File: src/rtl/one_hot_pkg.sv
// ============================================================================
// Module : one_hot_pkg
// Brief  : Shared constants for the one-hot to binary decoder.
// Rev    : 1.0  initial release
// ============================================================================
`default_nettype none

package one_hot_pkg;

  localparam logic [1:0] ERR_OK    = 2'b00;
  localparam logic [1:0] ERR_ZERO  = 2'b01;
  localparam logic [1:0] ERR_MULTI = 2'b10;

  localparam int N_DEF     = 16;
  localparam int CNT_W_DEF = 8;

endpackage

`default_nettype wire

File: src/rtl/one_hot_check.sv
// ============================================================================
// Module : one_hot_check
// Brief  : Combinational one-hot classifier: lowest set index, zero, multi.
// Rev    : 1.0  initial release
// ============================================================================
`default_nettype none

module one_hot_check #(
  parameter int N = 16,
  localparam int W = $clog2(N)
) (
  input  logic [N-1:0] onehot,
  output logic [W-1:0] idx,
  output logic         zero,
  output logic         multi
);

  // Scan from the top so the lowest set bit is the last to write idx.
  always_comb begin
    idx = '0;
    for (int i = N - 1; i >= 0; i--) begin
      if (onehot[i]) begin
        idx = W'(i);
      end
    end
  end

  assign zero  = (onehot == '0);
  assign multi = ((onehot & (onehot - N'(1))) != '0);

endmodule

`default_nettype wire

File: src/rtl/one_hot_to_binary_decoder.sv
// ============================================================================
// Module : one_hot_to_binary_decoder
// Brief  : Registered one-hot to binary decoder with valid/ready and error count.
// Rev    : 1.0  initial release
// ============================================================================
`default_nettype none

module one_hot_to_binary_decoder
  import one_hot_pkg::*;
#(
  parameter int N     = N_DEF,
  parameter int CNT_W = CNT_W_DEF,
  localparam int W    = $clog2(N)
) (
  input  logic             clk,
  input  logic             rst_n,
  input  logic             in_valid,
  output logic             in_ready,
  input  logic [N-1:0]     onehot,
  output logic             out_valid,
  input  logic             out_ready,
  output logic [W-1:0]     bin,
  output logic             err,
  output logic [1:0]       err_code,
  input  logic             clr_err,
  output logic [CNT_W-1:0] err_cnt
);

  localparam logic [CNT_W-1:0] C_CNT_MAX = {CNT_W{1'b1}};

  logic [W-1:0] w_idx;
  logic         w_zero;
  logic         w_multi;
  logic         w_accept;
  logic         w_bad;
  logic [1:0]   w_code;

  one_hot_check #(.N(N)) u_check (
    .onehot (onehot),
    .idx    (w_idx),
    .zero   (w_zero),
    .multi  (w_multi)
  );

  assign in_ready = !out_valid || out_ready;
  assign w_accept = in_valid && in_ready;
  assign w_bad    = w_zero || w_multi;
  assign w_code   = w_zero ? ERR_ZERO : (w_multi ? ERR_MULTI : ERR_OK);

  always_ff @(posedge clk or negedge rst_n) begin
    if (!rst_n) begin
      out_valid <= 1'b0;
      bin       <= '0;
      err       <= 1'b0;
      err_code  <= ERR_OK;
    end else if (w_accept) begin
      out_valid <= 1'b1;
      bin       <= w_zero ? '0 : w_idx;
      err       <= w_bad;
      err_code  <= w_code;
    end else if (out_ready) begin
      out_valid <= 1'b0;
    end
  end

  // A clear coinciding with a bad accept leaves a count of one.
  always_ff @(posedge clk or negedge rst_n) begin
    if (!rst_n) begin
      err_cnt <= '0;
    end else if (clr_err) begin
      err_cnt <= (w_accept && w_bad) ? CNT_W'(1) : '0;
    end else if (w_accept && w_bad && (err_cnt != C_CNT_MAX)) begin
      err_cnt <= err_cnt + CNT_W'(1);
    end
  end

endmodule

`default_nettype wire
File: config.mk
export PLATFORM = sky130hd
export DESIGN_NAME = one_hot_to_binary_decoder
export DESIGN_NICKNAME = d
export VERILOG_FILES = /design/src/rtl/one_hot_pkg.sv /design/src/rtl/one_hot_check.sv /design/src/rtl/one_hot_to_binary_decoder.sv
export SDC_FILE = /design/constraint.sdc
export NUM_CORES = 1
export LEC_CHECK = 0
export ABC_CLOCK_PERIOD_IN_PS = 2000
export BUFFER_PORTS_ARGS = -buffer_cell sky130_fd_sc_hd__buf_4
export CAP_MARGIN = 20
export CORE_ASPECT_RATIO = 1.4
export CORE_MARGIN = 2
export CORE_UTILIZATION = 50
export CTS_CLUSTER_SIZE = 10
export DETAILED_ROUTE_END_ITERATION = 12
export GPL_ROUTABILITY_DRIVEN = 0
export GPL_TIMING_DRIVEN = 0
export PLACE_DENSITY = 0.81
export SYNTH_ARGS = -nofsm -noshare
export SYNTH_HDL_FRONTEND = slang
export SYNTH_SLANG_ARGS = --single-unit
export TNS_END_PERCENT = 30
File: constraint.sdc
create_clock -name clk -period 2 [get_ports clk]
set_clock_uncertainty 0.1 [all_clocks]
set_input_delay 0.2 -clock clk [delete_from_list [all_inputs] [get_ports clk]]
set_output_delay 0.2 -clock clk [all_outputs]
set_load 0.05 [all_outputs]
==> results of run 1 <==
==> metrics by stage <==
stage          TNS, ns  total power [µW]
2_1_floorplan    -2.43               495
3_3_place_gp     -4.34               589
3_5_place_dp     -4.55               595
4_1_cts          -1.29               830
5_1_grt          -1.87               880
6_report         -1.49               844
==> worst max-delay path: cells and delay by family <==
family	cells	cell delay (ns)
compound gates	2	0.49
buf+inv	2	0.23
simple gates	3	1.11
mux	1	0.28
==> registers in the layout, summed over array words and instances, names as in the netlist <==
register	flops
err_cnt	8
bin	4
err_code	2
err	1
out_valid	1
==> kinds of logic after synthesis <==
group                    share of synthesized area, %
adder cells (fa/ha/maj)                          1.94
AO/OA/AOI/OAI                                    24.4
AND/OR/NAND/NOR                                  32.7
multiplexers                                     1.29
flip-flops                                       34.4
buffers and inverters                            5.27
==> metal layers <==
layer	vias up	GRT usage, %
met5	-	0
li1	660	-
met4	0	18.1
met1	638	24.2
met2	52	53.6
met3	15	4.11
==> Yosys cell counts (all sizes together) (2+ instances only) <==
library cell and n:
dfrtp 16, nand2 13, a21oi 12, nor2 12
o21ai 11, nor4 8, inv 6, nand3 5
nor3 5, or4 5, nand2b 4, o31ai 4
or3 4, buf 3, clkbuf 3, nand4 3
o21a 3, and2 2, and4 2
==> power groups by stage <==
stage	combinational (µW)	clock (µW)	sequential [µW]
6_report	272	220	352
5_1_grt	292	234	354
4_1_cts	256	223	352
3_5_place_dp	237	0	358
3_3_place_gp	231	0	357
2_1_floorplan	79.6	0	416
==> path summary, 6_finish.rpt <==
path	slack, ns	start	to
max	-0.23	onehot[7]	err_cnt[3]$_DFFE_PN0P_
min	0.005	in_valid	out_valid$_DFFE_PN0P_
max reg2reg	0.01	out_valid$_DFFE_PN0P_	err_cnt[2]$_DFFE_PN0P_
min reg2reg	0.39	err_code[1]$_DFFE_PN0P_	err_code[1]$_DFFE_PN0P_
max in group asynchronous	1.42	rst_n	err_cnt[1]$_DFFE_PN0P_
min in group asynchronous	0.20	rst_n	err_cnt[4]$_DFFE_PN0P_
==> repair_timing <==
action                                  4_1_cts  5_1_grt
hold buffers                                  1        0
pin swaps                                    10        4
setup buffers                                13        6
resized for setup                            14       10
hold endpoints to repair                     16        0
endpoints found under the setup margin        9       10
==> layout by cell type, fill, tap and decap left out, drive strengths merged, types with 5 or more instances in the layout <==
cell type / Yosys / routed
a21oi: 12 / 12
buf: 3 / 56
clkbuf: 3 / 7
dfrtp: 16 / 16
inv: 6 / 6
nand2: 13 / 13
nand3: 5 / 5
nor2: 12 / 12
nor3: 5 / 5
nor4: 8 / 8
o21ai: 11 / 11
or4: 5 / 5
==> area by class of cell <==
cell class                      instances  area share, %
Timing Repair Buffer                   54           26.1
Inverter                                6           1.29
Tap cell                               22           1.58
Multi-Input combinational cell        114           43.1
Buffer                                  6           2.81
Clock buffer                            4           2.09
Sequential cell                        16           23.0
==> summary.md, run 1 <==
| Metric | Value |
|---|---|
| Via/cell ratio | 6.15 |
| CP Cell Sequence | buf_8 > or4_4 > or4_4 > a22oi_2 > o2111a_2 > buf_6 > nor2_4 > mux2_4 |
| Die Wd | 44.8 µm |
| Num rows | 20 |
| Post-Route WL | 3540 µm |
| Cell count after synthesis | 142 |
| Number of synthesized flops with an enable pin | 0 |
| Slew @ Worst Pin | 0.561 ns |
| Worst-path fanout max | 5 |
| Wire length per cell | 15.9 µm |
| Routed met1 length | 1290 µm |
| Mapped Nets | 164 |
| # IOs | 38 |
| Netlist cell types | 43 |
| Diodes inserted | 0 |
| Met3 WL | 153 µm |
| Most frequent CP cell | or4_4 |
| Pre-CTS setup slack | -0.622 ns |
| Filler Cells Inserted | 148 |
| Insertion delay to the later sink of the worst-skew pair | 0.29 ns |
| Internal power | 559 µW |
| Initial core utilization | 53.4% |
| Vias | 1365 |
| Synth warn | 0 |
| Starting DRC count in detailed routing | 22 |
| Power Density | 485 nW/µm² |
| Synth area leaders | dfrtp_1, a21oi_1, o21ai_0, nor4_1, nand2_1 |
| Total GRT Usage | 27.0% |
| Fin crit period | 2.23 ns |
| Largest net degree at the start of global routing | 17 |
| First-pass GRT wire length | 5390 µm |
| Failing checks | negative setup slack |
| Layout Cells excl Fill | 222 |
| Part of the power in the clock network | 26.1% |
| Setup CP Type | input pin to flip-flop |
| Relative slew slack | 62.2% |
| Flops & latches, synth | 16 |
| Hpwl dp | 2340 µm |
| Cell Area, Synth | 1160 µm² |
| Util after Layout | 79.9% |
| Sequential cell area fraction in the yosys report | 34.4% |
| Initial antenna violation count | 0 |
| Layout area overhead | 49.5% |
| Worst hold slack | 0.00542 ns |
| CP Launch Type | input pin |
| DRC Markers | 0 |
| Gate power share | 32.2% |
| Part of the power in registers | 41.7% |
| Leak | 0.000781 µW |
| Switching Fraction | 33.8% |
| Max layer used | met4 |
| CP Data Arrival Time | 2.32 ns |
| Crit-path max cell delay | 0.55 ns |
| R2r worst-path depth | 6 |
| Final nets | 223 |
| Antenna viol nets, final | 0 |
| Sink Count | 16 |
| Asr flop ratio synth | 100% |
| Final Max Slew Viols | 0 |
| Multi-input logic area | 749 µm² |
| CP required | 2.09 ns |
| Pre-antenna DRT Iters | 4 |
| Layout cells sized above 1 | 38.0% |
| Clock slew at reported path FFs | 0.10 ns |
| Crit end category | flip-flop |
| Cells after DPL | 198 |
| Final Setup Violations | 9 |
| Core area | 2180 µm² |
| Final Worst Setup Slack | -0.227 ns |
| Die Height | 61.1 µm |
| IO Port Bufs | 34 |
| Tcrit/Tclk final | 111% |
| Cts bufs inserted | 3 |
| Largest area contributor in the netlist | dfrtp_1 |
| FF+latch area | 400 µm² |
| Peak supply drop | 0.282 mV |
| TritonCTS clock tree | built |
| P_sw | 285 µW |
| Final hold vios | 0 |
| Outcome | finished with violations |
| Slowest CP cell | or4_4 |
| Finished Cell Area | 1740 µm² |
| Die ar. | 2730 µm² |
| Max-Cap Viols | 0 |
| Hold Crit Class | input pin to flip-flop |
| Congestion Overflow GR | 0 |
| Area after DPL | 1460 µm² |
| Hold Path Depth | 2 |
| Yosys top cell area share | 34.4% |
| Clock root cell | clkbuf_4 |
| Vias in the first global route | 1343 |
| Met2 WL | 1980 µm |
| Max Root-Sink Buffers | 2 |
| RSZ-0062 raised after global routing | yes |
| Main flop type after synthesis | dfrtp_1 |
| H-Tree Depth | 1 |
| Syn avg cell area | 8.19 µm² |
| Max Fclk | 449 MHz |
Power figures use the tool's default switching activity.
==> run 2, diff against run 1 <==
--- a/config.mk
+++ b/config.mk
@@ -16,6 +16,7 @@
 export GPL_ROUTABILITY_DRIVEN = 0
 export GPL_TIMING_DRIVEN = 0
 export PLACE_DENSITY = 0.81
+export RECOVER_POWER = 25
 export SYNTH_ARGS = -nofsm -noshare
 export SYNTH_HDL_FRONTEND = slang
 export SYNTH_SLANG_ARGS = --single-unit
==> run 2 against run 1 <==
  * The flow still finishes with violations (negative setup slack)
  * Sequential share of layout area about the same
  * Combinational power is essentially flat
  * First-iteration DRC count is the same
  * Cell count stayed put
  * Worst hold slack is the same
  * Worst setup slack did not move
  * Utilization is 0.17 points lower
  * Design area down 0.22%
  * Wire length about the same
  * Critical path depth stayed put
  * Maximum frequency unchanged
  * Largest power group unchanged
  * Highest routed layer unchanged
==> summary.md, run 2 (synthesized netlist as in run 1, its figures left out) <==
| Metric | Value |
|---|---|
| Outcome | finished with violations |
| Failing checks | negative setup slack |
| Clock slew at reported path FFs | 0.10 ns (about the same) |
| Relative slew slack | 42.1% (-20 points) |
| Biggest register | err_cnt |
| Hold Path Depth | 2 (unchanged) |
| Setup CP Type | input pin to flip-flop |
| Filler Cells Inserted | 147 (-0.68%) |
| Slew @ Worst Pin | 0.869 ns (+0.308 ns) |
| Largest net degree at the start of global routing | 17 (unchanged) |
| Leak | 0.000777 µW (-0.46%) |
| Initial antenna violation count | 0 (unchanged) |
| Congestion Overflow GR | 0 (unchanged) |
| Via/cell ratio | 6.16 (+0.15%) |
| Routed met1 length | 1290 µm (unchanged) |
| Hold Crit Class | input pin to flip-flop |
| Insertion delay to the later sink of the worst-skew pair | 0.29 ns (about the same) |
| Fin crit period | 2.23 ns (unchanged) |
| CP Launch Type | input pin |
| Power Density | 486 nW/µm² (+0.10%) |
| Starting DRC count in detailed routing | 22 (unchanged) |
| Layout cells sized above 1 | 37.5% (-0.50 points) |
| Initial core utilization | 53.4% (unchanged) |
| Hold path endpoint | out_valid$_DFFE_PN0P_ |
| Final hold vios | 0 (unchanged) |
| RR Startpoint | out_valid$_DFFE_PN0P_ |
| Die Height | 61.1 µm (unchanged) |
| Antenna viol nets, final | 0 (unchanged) |
| Max Fclk | 449 MHz (unchanged) |
| Final Max Slew Viols | 0 (unchanged) |
| R2r worst-path depth | 6 (unchanged) |
| Vias | 1367 (+0.15%) |
| Hpwl dp | 2340 µm (unchanged) |
| Die ar. | 2730 µm² (unchanged) |
| Cells after DPL | 198 (unchanged) |
| DRC Markers | 0 (unchanged) |
| RSZ-0062 raised after global routing | yes |
| Max reg flops | 8 (unchanged) |
| Pre-CTS setup slack | -0.622 ns (unchanged) |
| Layout Cells excl Fill | 222 (unchanged) |
| Met3 WL | 153 µm (unchanged) |
| CP required | 2.09 ns (about the same) |
| Clock root cell | clkbuf_4 |
| Met2 WL | 1970 µm (-0.10%) |
| Most frequent cells in the layout | buf_4, dfrtp_1, nand2_1 |
| Largest registers | err_cnt x8, bin x4, err_code x2 |
| Max-Cap Viols | 0 (unchanged) |
| Worst-path fanout max | 5 (unchanged) |
| CP Data Arrival Time | 2.32 ns (about the same) |
| Die Wd | 44.8 µm (unchanged) |
| Num rows | 20 (unchanged) |
| Max Root-Sink Buffers | 2 (unchanged) |
| Crit end category | flip-flop |
| Post-Route WL | 3540 µm (about the same) |
| Peak supply drop | 0.282 mV (about the same) |
| TritonCTS clock tree | built |
| RR Endpoint | err_cnt[2]$_DFFE_PN0P_ |
| Vias in the first global route | 1343 (unchanged) |
| Layout area overhead | 49.1% |
| Final Setup Violations | 9 (unchanged) |
| Final nets | 223 (unchanged) |
| Sink Count | 16 (unchanged) |
| Core area | 2180 µm² (unchanged) |
| Commonest non-fill, non-tap cell in the layout | buf_4 |
| Flop2flop setup slack | 0.01 ns (about the same) |
| Pre-antenna DRT Iters | 4 (unchanged) |
| Final Worst Setup Slack | -0.227 ns (unchanged) |
| Design Power | 843 µW (-0.11%) |
| Hold_sp | in_valid |
| Diodes inserted | 0 (unchanged) |
| Cts bufs inserted | 3 (unchanged) |
| Sum of negative setup slack | -1.49 ns (+0.000150 ns) |
| Max layer used | met4 |
| Tcrit/Tclk final | 111% (unchanged) |
| H-Tree Depth | 1 (unchanged) |
| IO Port Bufs | 34 (unchanged) |
| Wire length per cell | 15.9 µm (about the same) |
| First-pass GRT wire length | 5390 µm (unchanged) |
| # IOs | 38 (unchanged) |
| Total GRT Usage | 27.0% (unchanged) |
[run 2: final cells by class]
type | count | area [µm²] | share of cell area (%)
plain buffers | 6 | 48.8 | 2.81
clock buffers | 4 | 36.3 | 2.09
inverters | 6 | 22.5 | 1.30
multi-input cells | 114 | 749 | 43.2
flip-flops and latches | 16 | 400 | 23.1
well taps | 22 | 27.5 | 1.59
repair buffers | 54 | 450 | 26.0
[run 2: worst max-delay path by stage]
stage,start,end,slack (ns)
3_5_place_dp,onehot[1],err_cnt[3]$_DFFE_PN0P_,-0.62
6_report,onehot[7],err_cnt[3]$_DFFE_PN0P_,-0.23
3_3_place_gp,onehot[1],err_cnt[3]$_DFFE_PN0P_,-0.61
4_1_cts,onehot[7],err_cnt[3]$_DFFE_PN0P_,-0.20
2_1_floorplan,onehot[4],err_cnt[3]$_DFFE_PN0P_,-0.40
5_1_grt,onehot[3],err_cnt[6]$_DFFE_PN0P_,-0.25
[run 2: through the flow]
stage,area [µm²],utilization (%),hold slack (ns)
2_1_floorplan,1170,-,-0.196
3_3_place_gp,1460,66.8,-0.0327
3_5_place_dp,1460,66.8,-0.0277
4_1_cts,1660,76.3,0.00552
5_1_grt,1740,79.7,0.0113
6_report,1740,79.7,0.00542
[run 2: repair_timing]
item / in CTS / in global routing
endpoints found under the hold margin: 16 / 0
endpoints found under the setup margin: 9 / 10
cloned: 0 / 0
resized for setup: 14 / 10
setup buffers: 13 / 6
hold buffers: 1 / 0
pin swaps: 10 / 4
[run 2: power breakdown]
group	switching (µW)	internal [µW]	leakage (µW)	total [µW]
combinational	164	107	0.000546	271
clock	109	111	0.0000210	220
sequential	12.0	340	0.000209	352
[run 2: worst max-delay path, cell delays in order]
cell	delay, ns
buf_8	0.09
or4_4	0.55
or4_4	0.53
a22oi_2	0.19
o2111a_2	0.30
buf_6	0.14
nor2_4	0.03
mux2_4	0.28
[run 2: routing by layer]
layer	track usage, %	up-vias
li1	-	661
met1	24.2	639
met2	53.6	52
met3	4.11	15
met4	18.1	0
met5	0	-
==> run 3, diff against run 2 <==
--- a/config.mk
+++ b/config.mk
@@ -5,7 +5,7 @@
 export SDC_FILE = /design/constraint.sdc
 export NUM_CORES = 1
 export LEC_CHECK = 0
-export ABC_CLOCK_PERIOD_IN_PS = 2000
+export ABC_CLOCK_PERIOD_IN_PS = 2300
 export BUFFER_PORTS_ARGS = -buffer_cell sky130_fd_sc_hd__buf_4
 export CAP_MARGIN = 20
 export CORE_ASPECT_RATIO = 1.4
@@ -15,6 +15,7 @@
 export DETAILED_ROUTE_END_ITERATION = 12
 export GPL_ROUTABILITY_DRIVEN = 0
 export GPL_TIMING_DRIVEN = 0
+export HOLD_SLACK_MARGIN = 0.15
 export PLACE_DENSITY = 0.81
 export RECOVER_POWER = 25
 export SYNTH_ARGS = -nofsm -noshare
==> constraint.sdc (replaced) <==
create_clock -name clk -period 2.3 [get_ports clk]
set_clock_uncertainty 0.1 [all_clocks]
set_input_delay 0.23 -clock clk [delete_from_list [all_inputs] [get_ports clk]]
set_output_delay 0.23 -clock clk [all_outputs]
set_load 0.05 [all_outputs]
==> run 3 against run 2 <==
  * The flow now finishes without violations
  * Power down 16%
  * First-iteration DRC count up 9.1%
  * Clock power down 16%
  * Cell count down 5.4%
  * Sequential share of layout area up 2.3 points
  * Non-clock buffer count down 12
  * Wire length down 8.3%
  * Design area down 9.2%
==> summary.md, run 3 (synthesized netlist as in run 1, its figures left out) <==
| Metric | Value |
|---|---|
| Util after Layout | 72.4% (-7.4 points) |
| Crit-path max cell delay | 0.58 ns (+0.03 ns) |
| Most frequent cells in the layout | buf_4, dfrtp_1, nand2_1 |
| Hold path endpoint | bin[0]$_DFFE_PN0P_ |
| Sink Count | 16 (unchanged) |
| Wire length per cell | 15.4 µm (-3.1%) |
| CP Launch Type | input pin |
| Congestion Overflow GR | 0 (unchanged) |
| Leak | 0.000697 µW (-10%) |
| Relative slew slack | 41.2% (-0.91 points) |
| Commonest non-fill, non-tap cell in the layout | buf_4 |
| Most frequent CP cell | or4_4 |
| Final hold vios | 0 (unchanged) |
| Core area | 2180 µm² (unchanged) |
| Hold Crit Class | input pin to flip-flop |
| Largest net degree at the start of global routing | 17 (unchanged) |
| Final Setup Violations | 0 (-9) |
| Antenna viol nets, final | 0 (unchanged) |
| Filler Cells Inserted | 176 (+20%) |
| Clock slew at reported path FFs | 0.09 ns (about the same) |
| Initial core utilization | 53.4% (unchanged) |
| Diodes inserted | 0 (unchanged) |
| CP required | 2.37 ns (+0.28 ns) |
| P_sw | 235 µW (-18%) |
| Biggest register | err_cnt |
| Outcome | finished, final reports clean |
| Internal power | 470 µW (-16%) |
| Layout cells sized above 1 | 30.3% (-7.2 points) |
| Total GRT Usage | 25.0% (-2.1 points) |
| Slew @ Worst Pin | 0.883 ns (+0.0137 ns) |
| Power Density | 447 nW/µm² (-7.9%) |
| Largest registers | err_cnt x8, bin x4, err_code x2 |
| Initial antenna violation count | 0 (unchanged) |
| Vias | 1308 (-4.3%) |
| RR Endpoint | err_cnt[2]$_DFFE_PN0P_ |
| TritonCTS clock tree | built |
| Max-Cap Viols | 0 (unchanged) |
| Max Fclk | 437 MHz |
| Die Height | 61.1 µm (unchanged) |
| CP delay by family, top | simple AND/OR/NAND/NOR gates |
| Max reg flops | 8 (unchanged) |
| Clock root cell | clkbuf_4 |
| Worst path buffer plus inverter count | 2 (unchanged) |
| RSZ-0062 raised after global routing | yes |
| Part of the power in registers | 43.3% (+1.6 points) |
| DRC Markers | 0 (unchanged) |
| Layout area overhead | 35.4% |
| Fin crit period | 2.29 ns |
| Insertion delay to the later sink of the worst-skew pair | 0.28 ns (about the same) |
| Switching Fraction | 33.4% (-0.44 points) |
| Sum of negative setup slack | 0 ns (+1.49 ns) |
| Cts bufs inserted | 3 (unchanged) |
| Flop2flop setup slack | 0.32 ns (+0.31 ns) |
| Gate power share | 30.5% (-1.7 points) |
| Setup CP Type | input pin to flip-flop |
| CP Data Arrival Time | 2.36 ns (+0.04 ns) |
| Vias in the first global route | 1202 (-10%) |
| Peak supply drop | 0.264 mV (-6.5%) |
| FF+latch area | 400 µm² (unchanged) |
| Hold_sp | onehot[1] |
| Final nets | 211 (-5.4%) |
| Tcrit/Tclk final | 99.6% |
| Num rows | 20 (unchanged) |
| Multi-input logic area | 729 µm² (-2.7%) |
| Max Root-Sink Buffers | 2 (unchanged) |
| # IOs | 38 (unchanged) |
| Part of the power in the clock network | 26.1% (about the same) |
| Hpwl dp | 2300 µm (-1.5%) |
| Die ar. | 2730 µm² (unchanged) |
| Via/cell ratio | 6.23 (+1.2%) |
| Die Wd | 44.8 µm (unchanged) |
| IO Port Bufs | 34 (unchanged) |
| Pre-antenna DRT Iters | 4 (unchanged) |
| Worst-path fanout max | 7 (+2) |
| Final Max Slew Viols | 0 (unchanged) |
| H-Tree Depth | 1 (unchanged) |
| Slowest CP cell | or4_4 |
| First-pass GRT wire length | 5030 µm (-6.6%) |
| R2r worst-path depth | 6 (unchanged) |
| Crit end category | flip-flop |
| Starting DRC count in detailed routing | 24 (+9.1%) |
| Hold Path Depth | 3 (+1) |
| Crit path depth | 8 (unchanged) |
| Post-Route WL | 3240 µm (-8.3%) |
| RR Startpoint | out_valid$_DFFE_PN0P_ |
| CP Cell Sequence | buf_4 > or4_4 > or4_4 > a22oi_2 > o2111a_2 > buf_6 > nor2_2 > mux2_4 |
-- run 3: final cells by class --
class | count | share of cell area, %
Tap cell | 22 | 1.75
Multi-Input combinational cell | 114 | 46.3
Inverter | 6 | 1.43
Clock buffer | 4 | 2.30
Buffer | 6 | 2.46
Timing Repair Buffer | 42 | 20.3
Sequential cell | 16 | 25.4
-- run 3: per-stage QoR --
| step | std cells | total power (µW) | setup WS (ns) | hold WS (ns) | instance area [µm²] |
|---|---|---|---|---|---|
| 6_report | 210 | 705 | 0.00957 | 0.172 | 1580 |
| 5_1_grt | 210 | 737 | -0.0159 | 0.182 | 1580 |
| 4_1_cts | 208 | 705 | 0.0406 | 0.157 | 1540 |
| 3_5_place_dp | 198 | 516 | -0.349 | 0.000893 | 1450 |
| 3_3_place_gp | 198 | 511 | -0.332 | -0.00188 | 1450 |
| 2_1_floorplan | 142 | 430 | -0.151 | -0.166 | 1170 |
-- run 3: per-layer routing --
metal	wire [µm]	part of all wire [%]	vias up	track usage, %
met3	128	3.9	8	1.76
met5	0	0	-	0
met1	1230	38	615	25.1
met4	98	3.0	0	14.7
li1	-	-	642	-
met2	1790	55	43	48.9
-- run 3: worst min-delay path, cell delays in order --
cell and delay (ns):
buf_4 0.12, nor2_1 0.05, a21oi_1 0.12
-- run 3: repair_timing --
| item | 4_1_cts | 5_1_grt |
|---|---|---|
| cloned | 0 | 0 |
| hold buffers | 3 | 0 |
| endpoints found under the hold margin | 17 | 0 |
| gates resized for setup | 2 | 6 |
| endpoints found under the setup margin | 1 | 6 |
| setup buffers | 3 | 2 |
| pin swaps | 1 | 6 |
-- run 3: how the worst max path moves through the flow --
stage	start	slack (ns)	end
final	onehot[3]	0.01	err_cnt[3]$_DFFE_PN0P_
after floorplan	onehot[5]	-0.15	err_cnt[3]$_DFFE_PN0P_
after global placement	onehot[1]	-0.33	err_cnt[3]$_DFFE_PN0P_
after detailed placement	onehot[1]	-0.35	err_cnt[3]$_DFFE_PN0P_
after global routing	onehot[7]	-0.02	err_cnt[3]$_DFFE_PN0P_
after CTS	onehot[1]	0.04	err_cnt[3]$_DFFE_PN0P_
-- run 3: power by group through the flow --
stage | registers [µW] | clock network [µW] | logic (µW)
after global routing | 308 | 197 | 232
after detailed placement | 311 | 0 | 205
after floorplan | 362 | 0 | 68.1
after CTS | 306 | 189 | 210
final | 306 | 184 | 215
after global placement | 311 | 0 | 200
